File: src/rtl/fop_stream_pkg.sv
// Shared constants, state encoding and frame sizing for the fop serial front end.
// Frame length grows to 5 bits when FOP_STREAM_PARITY_EN is defined.
package fop_stream_pkg;

    localparam logic [15:0] FOP_SET_MASK = 16'h29AF;

    typedef enum logic {
        COLLECT = 1'b0,
        HOLD    = 1'b1
    } state_t;

    localparam int FRAME_LEN_DATA   = 4;
    localparam int FRAME_LEN_PARITY = 5;

`ifdef FOP_STREAM_PARITY_EN
    localparam int FRAME_LEN = FRAME_LEN_PARITY;
`else
    localparam int FRAME_LEN = FRAME_LEN_DATA;
`endif

    localparam int              CNT_IDX_W = 3;
    localparam logic [CNT_IDX_W-1:0] LAST_IDX = CNT_IDX_W'(FRAME_LEN - 1);

endpackage

File: src/rtl/fop_stream_fop_b.sv
// Existing behavioural fop stage: flags nibbles that belong to the fop set.
module fop_B
    import fop_stream_pkg::*;
(
    input  logic [3:0] nib,
    output logic       fop
);

    always_comb begin
        fop = FOP_SET_MASK[nib];
    end

endmodule

File: src/rtl/fop_stream.sv
// Serial-to-nibble front end for the fop stage with valid/ready output and saturating hit counter.
// Optional FOP_STREAM_PARITY_EN adds an even-parity bit per frame and the parity_err output.
module fop_stream
    import fop_stream_pkg::*;
#(
    parameter int CNT_W = 8
)
(
    input  logic             clk,
    input  logic             rst,
    input  logic             bit_in,
    input  logic             bit_valid,
    output logic             bit_ready,
    input  logic             out_ready,
    output logic             out_valid,
    output logic [3:0]       nib_out,
    output logic             fop_out,
    output logic [CNT_W-1:0] hit_cnt
`ifdef FOP_STREAM_PARITY_EN
    ,
    output logic             parity_err
`endif
);

    state_t                 state;
    state_t                 state_nxt;
    logic [CNT_IDX_W-1:0]   bit_cnt;
    logic [FRAME_LEN-2:0]   shift_reg;
    logic [FRAME_LEN-1:0]   frame_word;
    logic [3:0]             frame_nib;
    logic                   frame_fop;
    logic                   bit_take;
    logic                   frame_done;
    logic                   xfer;
    logic                   hit_inc;

    // The incoming bit completes the frame combinationally so the last bit can be captured directly.
    assign frame_word = {shift_reg, bit_in};
    assign frame_nib  = frame_word[FRAME_LEN-1 -: 4];

    fop_B u_fop (
        .nib (frame_nib),
        .fop (frame_fop)
    );

`ifdef FOP_STREAM_PARITY_EN
    assign hit_inc = xfer && fop_out && !parity_err;
`else
    assign hit_inc = xfer && fop_out;
`endif

    always_ff @(posedge clk) begin
        if (rst) begin
            state <= COLLECT;
        end else begin
            state <= state_nxt;
        end
    end

    always_comb begin
        state_nxt  = state;
        bit_ready  = 1'b0;
        bit_take   = 1'b0;
        frame_done = 1'b0;
        xfer       = 1'b0;
        case (state)
            COLLECT: begin
                bit_ready = 1'b1;
                if (bit_valid) begin
                    bit_take = 1'b1;
                    if (bit_cnt == LAST_IDX) begin
                        frame_done = 1'b1;
                        state_nxt  = HOLD;
                    end
                end
            end
            HOLD: begin
                if (out_ready) begin
                    xfer      = 1'b1;
                    state_nxt = COLLECT;
                end
            end
            default: state_nxt = COLLECT;
        endcase
    end

    always_ff @(posedge clk) begin
        if (rst) begin
            bit_cnt    <= '0;
            shift_reg  <= '0;
            out_valid  <= 1'b0;
            nib_out    <= '0;
            fop_out    <= 1'b0;
`ifdef FOP_STREAM_PARITY_EN
            parity_err <= 1'b0;
`endif
        end else begin
            if (bit_take) begin
                shift_reg <= frame_word[FRAME_LEN-2:0];
                bit_cnt   <= frame_done ? '0 : bit_cnt + CNT_IDX_W'(1);
            end
            // nib_out/fop_out are only rewritten by a new frame, so they persist after transfer.
            if (frame_done) begin
                out_valid  <= 1'b1;
                nib_out    <= frame_nib;
                fop_out    <= frame_fop;
`ifdef FOP_STREAM_PARITY_EN
                parity_err <= ^frame_word;
`endif
            end else if (xfer) begin
                out_valid <= 1'b0;
            end
        end
    end

    always_ff @(posedge clk) begin
        if (rst) begin
            hit_cnt <= '0;
        end else if (hit_inc && (hit_cnt != '1)) begin
            hit_cnt <= hit_cnt + CNT_W'(1);
        end
    end

endmodule

File: config.mk
export PLATFORM = sky130hd
export DESIGN_NAME = fop_stream
export DESIGN_NICKNAME = d
export VERILOG_FILES = /design/src/rtl/fop_stream_pkg.sv /design/src/rtl/fop_stream_fop_b.sv /design/src/rtl/fop_stream.sv
export SDC_FILE = /design/constraint.sdc
export NUM_CORES = 1
export LEC_CHECK = 0
export ABC_CLOCK_PERIOD_IN_PS = 1400
export CAP_MARGIN = 25
export CORE_MARGIN = 2
export CORE_UTILIZATION = 26
export CTS_CLUSTER_SIZE = 20
export DETAILED_ROUTE_END_ITERATION = 12
export GPL_TIMING_DRIVEN = 0
export PLACE_DENSITY = 0.47
export SKIP_LAST_GASP = 1
export SYNTH_ARGS = -nofsm -noshare
export SYNTH_HDL_FRONTEND = slang
export SYNTH_SLANG_ARGS = --single-unit
File: constraint.sdc
create_clock -name clk -period 1.4 [get_ports clk]
set_clock_uncertainty 0.1 [all_clocks]
set_input_delay 0.42 -clock clk [delete_from_list [all_inputs] [get_ports clk]]
set_output_delay 0.42 -clock clk [all_outputs]
set_load 0.005 [all_outputs]
==> results of run 1 <==
==> stage by stage <==
stage               setup TNS [ps]  instances  total power (uW)
finish                        -276        202               985
global route                  -864        202              1050
CTS                           -183        194               989
detailed placement           -8010        175               691
global placement             -7830        175               689
floorplan                        0        110               661
==> metal layers <==
layer	up-vias	wire length, microns	GRT usage, %
met5	-	0	0
met4	0	36	2.99
met3	4	188	4.82
met2	36	1210	21.6
met1	435	1090	17.0
li1	474	-	-
==> critical path, stage by stage (launching register included) <==
cell      delay (ps)
dfxtp_2          360
buf_6            100
ha_4             130
nand4_1          210
a211oi_2         290
xnor2_1          140
nor2_1            50
==> final timing paths <==
check                                                to  slack [ps]  cells past startpoint
worst max-delay path            hit_cnt[4]$_SDFFE_PP0P_        -110                      6
worst max register to register  hit_cnt[4]$_SDFFE_PP0P_        -110                      6
worst min register to register  nib_out[0]$_SDFFE_PP0P_         360                      2
worst min-delay path            nib_out[0]$_SDFFE_PP0P_         360                      2
==> cells by family after synthesis <==
group / Yosys count / share of synthesized area (%)
flops: 21 / 45.6
simple gates: 48 / 24.8
xor+xnor: 3 / 2.85
mux: 3 / 3.26
buf+inv: 8 / 3.39
compound gates: 23 / 14.7
fa+ha+maj: 4 / 5.43
==> placed cells by master (no fill, tap or decap), types with 2 or more instances in the layout <==
cell type,instances
nand2_1,18
buf_4,16
a21oi_1,14
clkbuf_2,14
dfxtp_2,14
buf_6,9
nor2_1,7
nand3_1,5
inv_1,4
dfxtp_4,4
ha_4,3
dfxtp_1,3
clkbuf_4,3
dlygate4sd2_1,3
nor2b_1,2
nand2b_1,2
clkbuf_1,2
nor3_1,2
nand4_1,2
a211oi_1,2
a211oi_2,2
xor2_1,2
mux2i_1,2
==> final cells by class <==
cell class                      instances  area share, %
Clock buffer                            3           1.53
Sequential cell                        21           30.9
Timing Repair Buffer                   42           21.8
Multi-Input combinational cell         81           39.1
Clock inverter                          1          0.341
Buffer                                  4           1.36
Inverter                                4           1.02
Tap cell                               46           3.92
==> what timing repair did <==
action / 4_1_cts / 5_1_grt
pin swaps: 12 / 12
buffers inserted: 15 / 8
resized for setup: 70 / 33
setup endpoints to repair: 26 / 25
==> power by group <==
part / internal [uW] / leakage (uW) / switching, uW
Combinational: 33.9 / 0.000382 / 40.0
Sequential: 600 / 0.000180 / 9.85
Clock: 107 / 0.0000177 / 195
Total: 740 / 0.000579 / 245
==> parameters.txt, run 1 <==
Parameter                              Value

Yosys
  Count of flip-flops with a built-in enable after synthesis    0
  Yosys warnings    0
  Most used flip-flop cell after synthesis    dfxtp_1
  Asr flop ratio synth    0%
  Syn Inst Count    110
  Synthesized Nets    119
  Cell with the most instances after synthesis    dfxtp_1
  Top area cells in the synthesized netlist    dfxtp_1 (46%), a21oi_1 (8.1%), nand2_1 (7.7%)
  Area of the mapped netlist    922 sq um
  Top post-synthesis cells by count    dfxtp_1 (21), nand2_1 (19), a21oi_1 (15), nor2_1 (7), nand3_1 (6)
  Synthesized area divided by synthesized cell count    8.38 sq um
  Number of flip-flops and latches in the synthesized netlist    21
  Distinct cells, synth    27
  Share of the synthesized area in the top cell type    45.6%
  Sequential cell area fraction in the yosys report    45.6%
  Cell type with the largest total area after synthesis    dfxtp_1

Setup path
  Class of the most critical setup path    reg2reg
  Crit-path max FO    4
  Beginning of the critical path    hit_cnt[0]$_SDFFE_PP0P_
  Reg2Reg Launch Point    hit_cnt[0]$_SDFFE_PP0P_
  Required time at the worst-slack endpoint    1490 ps
  Nature of the critical path endpoint    register
  Worst path arrival time    1590 ps
  CP Launch Type    register

Finish
  Largest register by flop count    hit_cnt
  ANT cells    0
  Multi-input gate area in the final layout    574 sq um
  P&R area growth vs syn    59.2%
  Number of flip-flops under the largest register name    8
  Top flop regs    hit_cnt: 8 flops, nib_out: 4 flops
  Nets    166
  Seq. cell area    453 sq um
  Layout cell share with drive strength beyond 1    49.4%
  Total of fill cells in the finished design    358
  Core Util, Final    43.6%
  Final Cell Area    1470 sq um

STA
  Post-route minimum period    1510 ps
  RSZ-0062 raised after global routing    true
  Least-Margin Pin Slew    485 ps
  Timing-limited maximum frequency    664 MHz
  Worst hold margin    364 ps
  Final Max Tran Viols    0
  Final critical-path setup slack    -106 ps
  Worst slew margin relative to its limit    67.7%
  Count of final hold-check violations    0
  Final Setup Violations    6
  Fin crit share    108%

Global routing
  Number of global-route vias before repair    923
  First-pass GRT wire length    4.24 mm
  Global-route usage over all layers    13.4%
  Sum of overflow across all layers after global routing    0
  Pin count of the biggest net entering global routing    13
  Number of antenna violations at the first check in global routing    0

Clock tree
  Buffer levels on the longest clock path    2
  Level count of the clock H-tree    1
  Clk_lat worst skew    310 ps
  Clock net sink count    21
  Hold-fix buffers at CTS    0
  Number of CTS-inserted buffers    3
  CTS tree    yes
  Clock tree root driver cell    clkbuf_4
  Clock slew seen by the registers of the worst setup and hold paths    130 ps

Floorplanning
  Initial standard-cell utilization of the core    27.4%
  Core Footprint    3360 sq um
  Horizontal extent of the die    63.6 microns
  Ports    20
  Total number of placement rows    21
  Die Height    63.6 microns
  Total die area    4040 sq um

Worst hold path
  Hold path start    nib_out[0]$_SDFFE_PP0P_
  Class of the tightest hold or removal check    reg2reg

Placement
  Sum of net half-perimeters after detailed placement    1.46 mm
  Post-Place Setup Slack    -554 ps
  Routability-driven placement congestion ratio    0.784
  Placement Cell Area    1170 sq um
  Count of input and output buffers    19

Routing
  DR iter-0 viols    42
  Drt via density    4.70
  Residual antenna-violating net count after detailed routing    0
  Detail-routed net length per standard cell    12.5 microns
  DR vias    949
  Post-route DRC violation count    0
  Overall routed net length    2.53 mm
  Detailed-routing iteration count for the pre-antenna-repair pass    4

Run
  Total of max-cap violations    0

Power and ir drop
  Leakage    0.000579 uW
  Power density of the placed cells    671 nW/um^2
  Worst ir drop on vdd    0.000422 V

Run status
  Run status    finished with violations
  Violations in the final reports    negative setup slack
Note: power is estimated with default switching activity, not from simulation.
==> inputs of run 2 (changes only) <==
CORE_ASPECT_RATIO = 0.7   (was not set)
==> run 2 against run 1 <==
  * The flow still finishes with violations (negative setup slack)
  * Setup slack improved by 44 ps
  * Worst hold slack worse by 11 ps
  * First-iteration DRC count is 17% lower
  * Flip-flop and latch count did not move
  * Register-to-register slack better by 70 ps
  * Sequential share of layout area is 1.1 points lower
  * Critical endpoint is now hit_cnt[4]
  * Largest cell class unchanged
  * Highest routed layer unchanged
==> parameters.txt, run 2 (synthesis results as in run 1) <==
Parameter                              Value

Run status
  Run status    finished with violations (unchanged)
  Violations in the final reports    negative setup slack (unchanged)

Power and ir drop
  Worst ir drop on vdd    0.000437 V (was 0.000422 V)
  Leakage    0.000628 uW (was 0.000579 uW)
  Power density of the placed cells    718 nW/um^2 (was 671 nW/um^2)
  Total design power    1090 uW (was 985 uW)

Setup path
  Worst path arrival time    940 ps (was 1590 ps)
  Last element of the critical path    hit_cnt[4] (was hit_cnt[4]$_SDFFE_PP0P_)
  Total number of cells along the worst setup path    2 (was 6)
  Class of the most critical setup path    reg2out (was reg2reg)
  Top delay family on crit path    flip-flops (unchanged)
  CP Launch Type    register (unchanged)
  Required time at the worst-slack endpoint    880 ps (was 1490 ps)
  Reg2Reg Launch Point    hit_cnt[1]$_SDFFE_PP0P_ (was hit_cnt[0]$_SDFFE_PP0P_)
  Delay of the slowest cell on the worst path    350 ps (was 360 ps)
  Worst R2R End    hit_cnt[4]$_SDFFE_PP0P_ (unchanged)
  Beginning of the critical path    hit_cnt[4]$_SDFFE_PP0P_ (was hit_cnt[0]$_SDFFE_PP0P_)
  Cells along the critical path    buf_4 -> clkdlybuf4s15_1 (was buf_6 -> ha_4 -> nand4_1 -> a211oi_2 -> xnor2_1 -> nor2_1)
  CP bufs+invs    2 (was 1)
  Nature of the critical path endpoint    output port (was register)
  Crit-path max FO    2 (was 4)
  FF-to-FF path depth    6 (unchanged)
  R2R setup slack    -40 ps (was -110 ps)
  Library cell contributing the largest single delay on the critical path    dfxtp_4 (was dfxtp_2)

Routing
  Detail-routed net length per standard cell    12.6 microns (was 12.5 microns)
  Overall routed net length    2.59 mm (was 2.53 mm)
  Residual antenna-violating net count after detailed routing    0 (unchanged)
  Detailed-routing iteration count for the pre-antenna-repair pass    4 (unchanged)
  DR iter-0 viols    35 (was 42)
  Post-route DRC violation count    0 (unchanged)
  DR vias    924 (was 949)
  Drt via density    4.49 (was 4.70)

Finish
  Largest register by flop count    hit_cnt (unchanged)
  Layout cell share with drive strength beyond 1    37.2% (was 49.4%)
  Top flop regs    hit_cnt: 8 flops, nib_out: 4 flops (unchanged)
  Most frequent cells in the layout    buf_4 (19), nand2_1 (19), a21oi_1 (15) (was nand2_1 (18), buf_4 (16), a21oi_1 (14), clkbuf_2 (14), dfxtp_2 (14))
  Total of fill cells in the finished design    366 (was 358)
  P&R area growth vs syn    63.9% (was 59.2%)
  Nets    166 (unchanged)
  Final Cell Area    1510 sq um (was 1470 sq um)
  Number of flip-flops under the largest register name    8 (unchanged)
  ANT cells    0 (unchanged)

Placement
  Sum of net half-perimeters after detailed placement    1.53 mm (was 1.46 mm)
  Count of input and output buffers    19 (unchanged)
  Placement Cell Area    1170 sq um (about the same)
  Routability-driven placement congestion ratio    0.757 (was 0.784)
  Post-Place Setup Slack    -548 ps (was -554 ps)

Clock tree
  Clock tree root driver cell    clkbuf_8 (was clkbuf_4)
  Number of CTS-inserted buffers    3 (unchanged)
  Clk_lat worst skew    260 ps (was 310 ps)
  Level count of the clock H-tree    1 (unchanged)
  Clock slew seen by the registers of the worst setup and hold paths    80 ps (was 130 ps)
  CTS tree    yes (unchanged)
  Clock net sink count    21 (unchanged)
  Buffer levels on the longest clock path    2 (unchanged)
  Hold-fix buffers at CTS    0 (unchanged)

Global routing
  Sum of overflow across all layers after global routing    0 (unchanged)
  Number of antenna violations at the first check in global routing    0 (unchanged)
  Pin count of the biggest net entering global routing    13 (unchanged)
  First-pass GRT wire length    4.23 mm (was 4.24 mm)
  Global-route usage over all layers    14.1% (was 13.4%)
  Number of global-route vias before repair    916 (was 923)

STA
  Fin crit share    104% (was 108%)
  Final Max Tran Viols    0 (unchanged)
  Final critical-path setup slack    -61.1 ps (was -106 ps)
  Post-Route Setup TNS    -112 ps (was -276 ps)
  Worst slew margin relative to its limit    80.4% (was 67.7%)
  Count of final hold-check violations    0 (unchanged)
  RSZ-0062 raised after global routing    true (unchanged)
  Post-route minimum period    1460 ps (was 1510 ps)
  Least-Margin Pin Slew    294 ps (was 485 ps)
  Final Setup Violations    3 (was 6)
  Timing-limited maximum frequency    684 MHz (was 664 MHz)

Floorplanning
  Core Footprint    3470 sq um (was 3360 sq um)
  Ports    20 (unchanged)
  Die Height    53.8 microns (was 63.6 microns)
  Horizontal extent of the die    75.2 microns (was 63.6 microns)
  Initial standard-cell utilization of the core    26.6% (was 27.4%)
  Total die area    4050 sq um (was 4040 sq um)
  Total number of placement rows    18 (was 21)

Run
  Total of max-cap violations    0 (unchanged)

Worst hold path
  Class of the tightest hold or removal check    reg2reg (unchanged)
[run 2: cell types whose count changed in the layout (fill, tap and decap cells not counted), sizes merged]
cell / previous run / this run
buf: 26 / 25
dlymetal6s2s: 0 / 1
clkbuf: 19 / 7
clkdlybuf4s15: 0 / 5
dlygate4sd2: 3 / 10
[run 2: cell type report]
class	instances	area [sq um]	area share, %
Multi-Input combinational cell	81	547	36.2
Inverter	4	15.0	0.993
Tap cell	50	62.6	4.14
Clock inverter	1	5.00	0.331
Timing Repair Buffer	43	373	24.7
Clock buffer	3	41.3	2.73
Buffer	3	17.5	1.16
Sequential cell	21	450	29.8
[run 2: per-stage QoR]
| stage | util (%) | cells | hold WS (ps) |
|---|---|---|---|
| 2_1_floorplan | - | 110 | 340 |
| 3_3_place_gp | 33.9 | 179 | 341 |
| 3_5_place_dp | 33.9 | 179 | 347 |
| 4_1_cts | 41.8 | 203 | 355 |
| 5_1_grt | 43.6 | 206 | 382 |
| 6_report | 43.6 | 206 | 353 |
[run 2: layer usage]
metal | global-route usage [%] | share of wire, %
met1 | 18.3 | 49
met2 | 23.2 | 47
met3 | 3.56 | 2.3
met4 | 4.39 | 1.7
met5 | 0 | 0
[run 2: worst register-to-register path, delay by kind of cell (launching register included)]
kind | cells | cell delay, ps
and+or+nand+nor | 2 | 230
xor gates and xnor gates | 1 | 140
buffers and inverters | 1 | 100
AOI/OAI and AO/OA | 1 | 280
DFF | 1 | 340
adders and majority gates | 1 | 150
[run 2: worst min-delay path by stage]
stage / slack, ps / depth (start not counted) / startpoint / to
final: 350 / 2 / nib_out[2]$_SDFFE_PP0P_ / nib_out[2]$_SDFFE_PP0P_
after global routing: 380 / 2 / nib_out[1]$_SDFFE_PP0P_ / nib_out[1]$_SDFFE_PP0P_
after CTS: 360 / 2 / nib_out[3]$_SDFFE_PP0P_ / nib_out[3]$_SDFFE_PP0P_
after detailed placement: 350 / 2 / nib_out[0]$_SDFFE_PP0P_ / nib_out[0]$_SDFFE_PP0P_
after global placement: 340 / 2 / out_valid$_SDFFE_PP0P_ / out_valid$_SDFFE_PP0P_
after floorplan: 340 / 2 / bit_cnt[1]$_SDFFE_PP0P_ / bit_cnt[1]$_SDFFE_PP0P_
[run 2: repair_timing]
item	CTS	global route
pin swaps	9	12
endpoints found under the setup margin	36	22
setup buffers	20	4
resized for setup	53	16
[run 2: report_power, final]
| group | total (uW) | internal (uW) | switching [uW] |
|---|---|---|---|
| Combinational | 72.2 | 31.8 | 40.4 |
| Sequential | 604 | 597 | 6.92 |
| Clock | 410 | 199 | 211 |
==> inputs of run 3 (changes only) <==
DONT_BUFFER_PORTS = 1   (was not set)
PLACE_DENSITY = 0.4   (was 0.47)
REMOVE_ABC_BUFFERS = 1   (was not set)
==> run 3 against run 2 <==
  * The flow now finishes without violations
  * Routed wire length down 19%
  * Largest power group unchanged
  * First-iteration DRC count rose by 110%
  * Register-to-register slack improved by 96 ps
  * Setup slack gained 120 ps
  * Non-clock buffer count fell by 42
  * Worst hold slack got worse by 250 ps
  * Die area unchanged
  * Highest routed layer unchanged
  * Count of clock-buffer cells in the layout increased by 1
==> parameters.txt, run 3 (synthesis results as in run 1) <==
Parameter                              Value

Finish
  Number of flip-flops under the largest register name    8 (unchanged)
  P&R area growth vs syn    24.3% (was 63.9%)
  Nets    124 (was 166)
  Most common cell after layout, fill and taps aside    nand2_1
  ANT cells    0 (unchanged)
  Largest register by flop count    hit_cnt (unchanged)
  Most frequent cells in the layout    nand2_1 (19), a21oi_1 (14), dfxtp_1 (11) (was buf_4 (19), nand2_1 (19), a21oi_1 (15))
  Total of fill cells in the finished design    387 (was 366)
  Layout cell share with drive strength beyond 1    26.3% (was 37.2%)
  Top flop regs    hit_cnt: 8 flops, nib_out: 4 flops (unchanged)
  Final Cell Area    1150 sq um (was 1510 sq um)

Placement
  Count of input and output buffers    0 (was 19)
  Placement Cell Area    968 sq um (was 1170 sq um)
  Routability-driven placement congestion ratio    0.670 (was 0.757)
  Sum of net half-perimeters after detailed placement    1.39 mm (was 1.53 mm)
  Post-Place Setup Slack    -417 ps (was -548 ps)

Global routing
  Number of antenna violations at the first check in global routing    0 (unchanged)
  Sum of overflow across all layers after global routing    0 (unchanged)
  Global-route usage over all layers    11.4% (was 14.1%)
  First-pass GRT wire length    3.31 mm (was 4.23 mm)
  Number of global-route vias before repair    675 (was 916)
  Pin count of the biggest net entering global routing    22 (was 13)

Setup path
  Cells along the critical path    ha_2 -> ha_4 -> nand2_4 -> a211o_1 -> a21oi_2 (was buf_4 -> clkdlybuf4s15_1)
  Crit-path max FO    8 (was 2)
  Top delay family on crit path    compound AO/OA/AOI/OAI gates (was flip-flops)
  CP bufs+invs    0 (was 2)
  Nature of the critical path endpoint    register (was output port)
  CP Launch Type    register (unchanged)
  Worst path arrival time    1440 ps (was 940 ps)
  Delay of the slowest cell on the worst path    340 ps (was 350 ps)
  Library cell contributing the largest single delay on the critical path    dfxtp_2 (was dfxtp_4)
  Class of the most critical setup path    reg2reg (was reg2out)
  Required time at the worst-slack endpoint    1500 ps (was 880 ps)

Clock tree
  Buffer levels on the longest clock path    2 (unchanged)
  Clock tree root driver cell    clkbuf_8 (unchanged)
  Clk_lat worst skew    260 ps (about the same)
  Number of CTS-inserted buffers    3 (unchanged)
  Level count of the clock H-tree    1 (unchanged)
  Clock net sink count    21 (unchanged)
  CTS tree    yes (unchanged)
  Clock slew seen by the registers of the worst setup and hold paths    80 ps (about the same)

STA
  Fin crit share    96.0% (was 104%)
  Final Setup Violations    0 (was 3)
  Post-route minimum period    1340 ps (was 1460 ps)
  RSZ-0062 raised after global routing    true (unchanged)
  Least-Margin Pin Slew    309 ps (was 294 ps)
  Final Max Tran Viols    0 (unchanged)
  Post-Route Setup TNS    0 ps (was -112 ps)
  Final critical-path setup slack    55.6 ps (was -61.1 ps)
  Timing-limited maximum frequency    744 MHz (was 684 MHz)
  Worst hold margin    106 ps (was 353 ps)
  Count of final hold-check violations    0 (unchanged)
  Worst slew margin relative to its limit    79.4% (was 80.4%)

Run
  Total of max-cap violations    0 (unchanged)

Floorplanning
  Horizontal extent of the die    75.2 microns (unchanged)
  Total die area    4050 sq um (unchanged)
  Core Footprint    3470 sq um (unchanged)
  Initial standard-cell utilization of the core    26.6% (unchanged)
  Ports    20 (unchanged)
  Die Height    53.8 microns (unchanged)
  Total number of placement rows    18 (unchanged)

Routing
  Residual antenna-violating net count after detailed routing    0 (unchanged)
  Detail-routed net length per standard cell    12.7 microns (was 12.6 microns)
  DR vias    774 (was 924)
  Overall routed net length    2.09 mm (was 2.59 mm)
  Drt via density    4.72 (was 4.49)
  Post-route DRC violation count    0 (unchanged)
  Detailed-routing iteration count for the pre-antenna-repair pass    4 (unchanged)
  DR iter-0 viols    73 (was 35)

Power and ir drop
  Total design power    1060 uW (was 1090 uW)
  Worst ir drop on vdd    0.000227 V (was 0.000437 V)
  Clock share of power    38.4% (was 37.7%)
  Power density of the placed cells    921 nW/um^2 (was 718 nW/um^2)
  Net Sw Power    233 uW (was 259 uW)
  Switching part of the total power    22.1% (was 23.8%)
  Leakage    0.000377 uW (was 0.000628 uW)
  Cell internal pwr    822 uW (was 827 uW)
  Relative contribution of sequential cells to total power    57.4% (was 55.6%)
  Combinational share of power    4.1% (was 6.7%)

Run status
  Run status    finished, final reports clean (was finished with violations)

Worst hold path
  Class of the tightest hold or removal check    in2reg (was reg2reg)
## run 3: power groups by stage
stage / clock network, uW / logic, uW / registers [uW]
floorplan: 0 / 26.9 / 626
global placement: 0 / 32.3 / 627
detailed placement: 0 / 33.8 / 627
CTS: 428 / 38.4 / 610
global route: 458 / 50.3 / 608
finish: 406 / 43.4 / 606
## run 3: layer usage
metal,global-route usage (%),vias to the layer above,wire length (microns)
li1,-,392,-
met1,15.1,357,1040
met2,15.6,20,861
met3,4.68,5,139
met4,6.14,0,46
met5,0,-,0
## run 3: worst reg2reg max path, cell delays in order, from the launching register on
cell and delay (ps):
dfxtp_2 340, ha_2 190, ha_4 170, nand2_4 90, a211o_1 260, a21oi_2 130
## run 3: final timing paths
kind | from | to | slack (ps) | cells after the start
hold reg to reg | bit_cnt[1]$_SDFFE_PP0P_ | bit_cnt[1]$_SDFFE_PP0P_ | 360 | 2
hold / removal | rst | fop_out$_SDFFE_PP0P_ | 110 | 1
setup reg to reg | bit_cnt[0]$_SDFFE_PP0P_ | fop_out$_SDFFE_PP0P_ | 60 | 5
setup / recovery | bit_cnt[0]$_SDFFE_PP0P_ | fop_out$_SDFFE_PP0P_ | 60 | 5
## run 3: stage by stage
step                util (%)  cells
floorplan                  -    106
global placement        27.9    156
detailed placement      27.9    156
CTS                     31.3    161
global route            33.0    164
finish                  33.0    164
## run 3: area by class of cell
cell class              count  area [sq um]  share of cell area (%)
inverters                   4          15.0                    1.31
multi-input cells          81           551                    48.0
repair buffers              4          30.0                    2.62
flip-flops and latches     21           443                    38.6
clock buffers               4          45.0                    3.93
well taps                  50          62.6                    5.46
## run 3: timing repair
action | CTS | global route
setup buffers | 1 | 3
setup endpoints to repair | 13 | 8
hold buffers | 0 | 0
gates cloned | 0 | 0
pin swaps | 4 | 7
gates resized for setup | 19 | 11
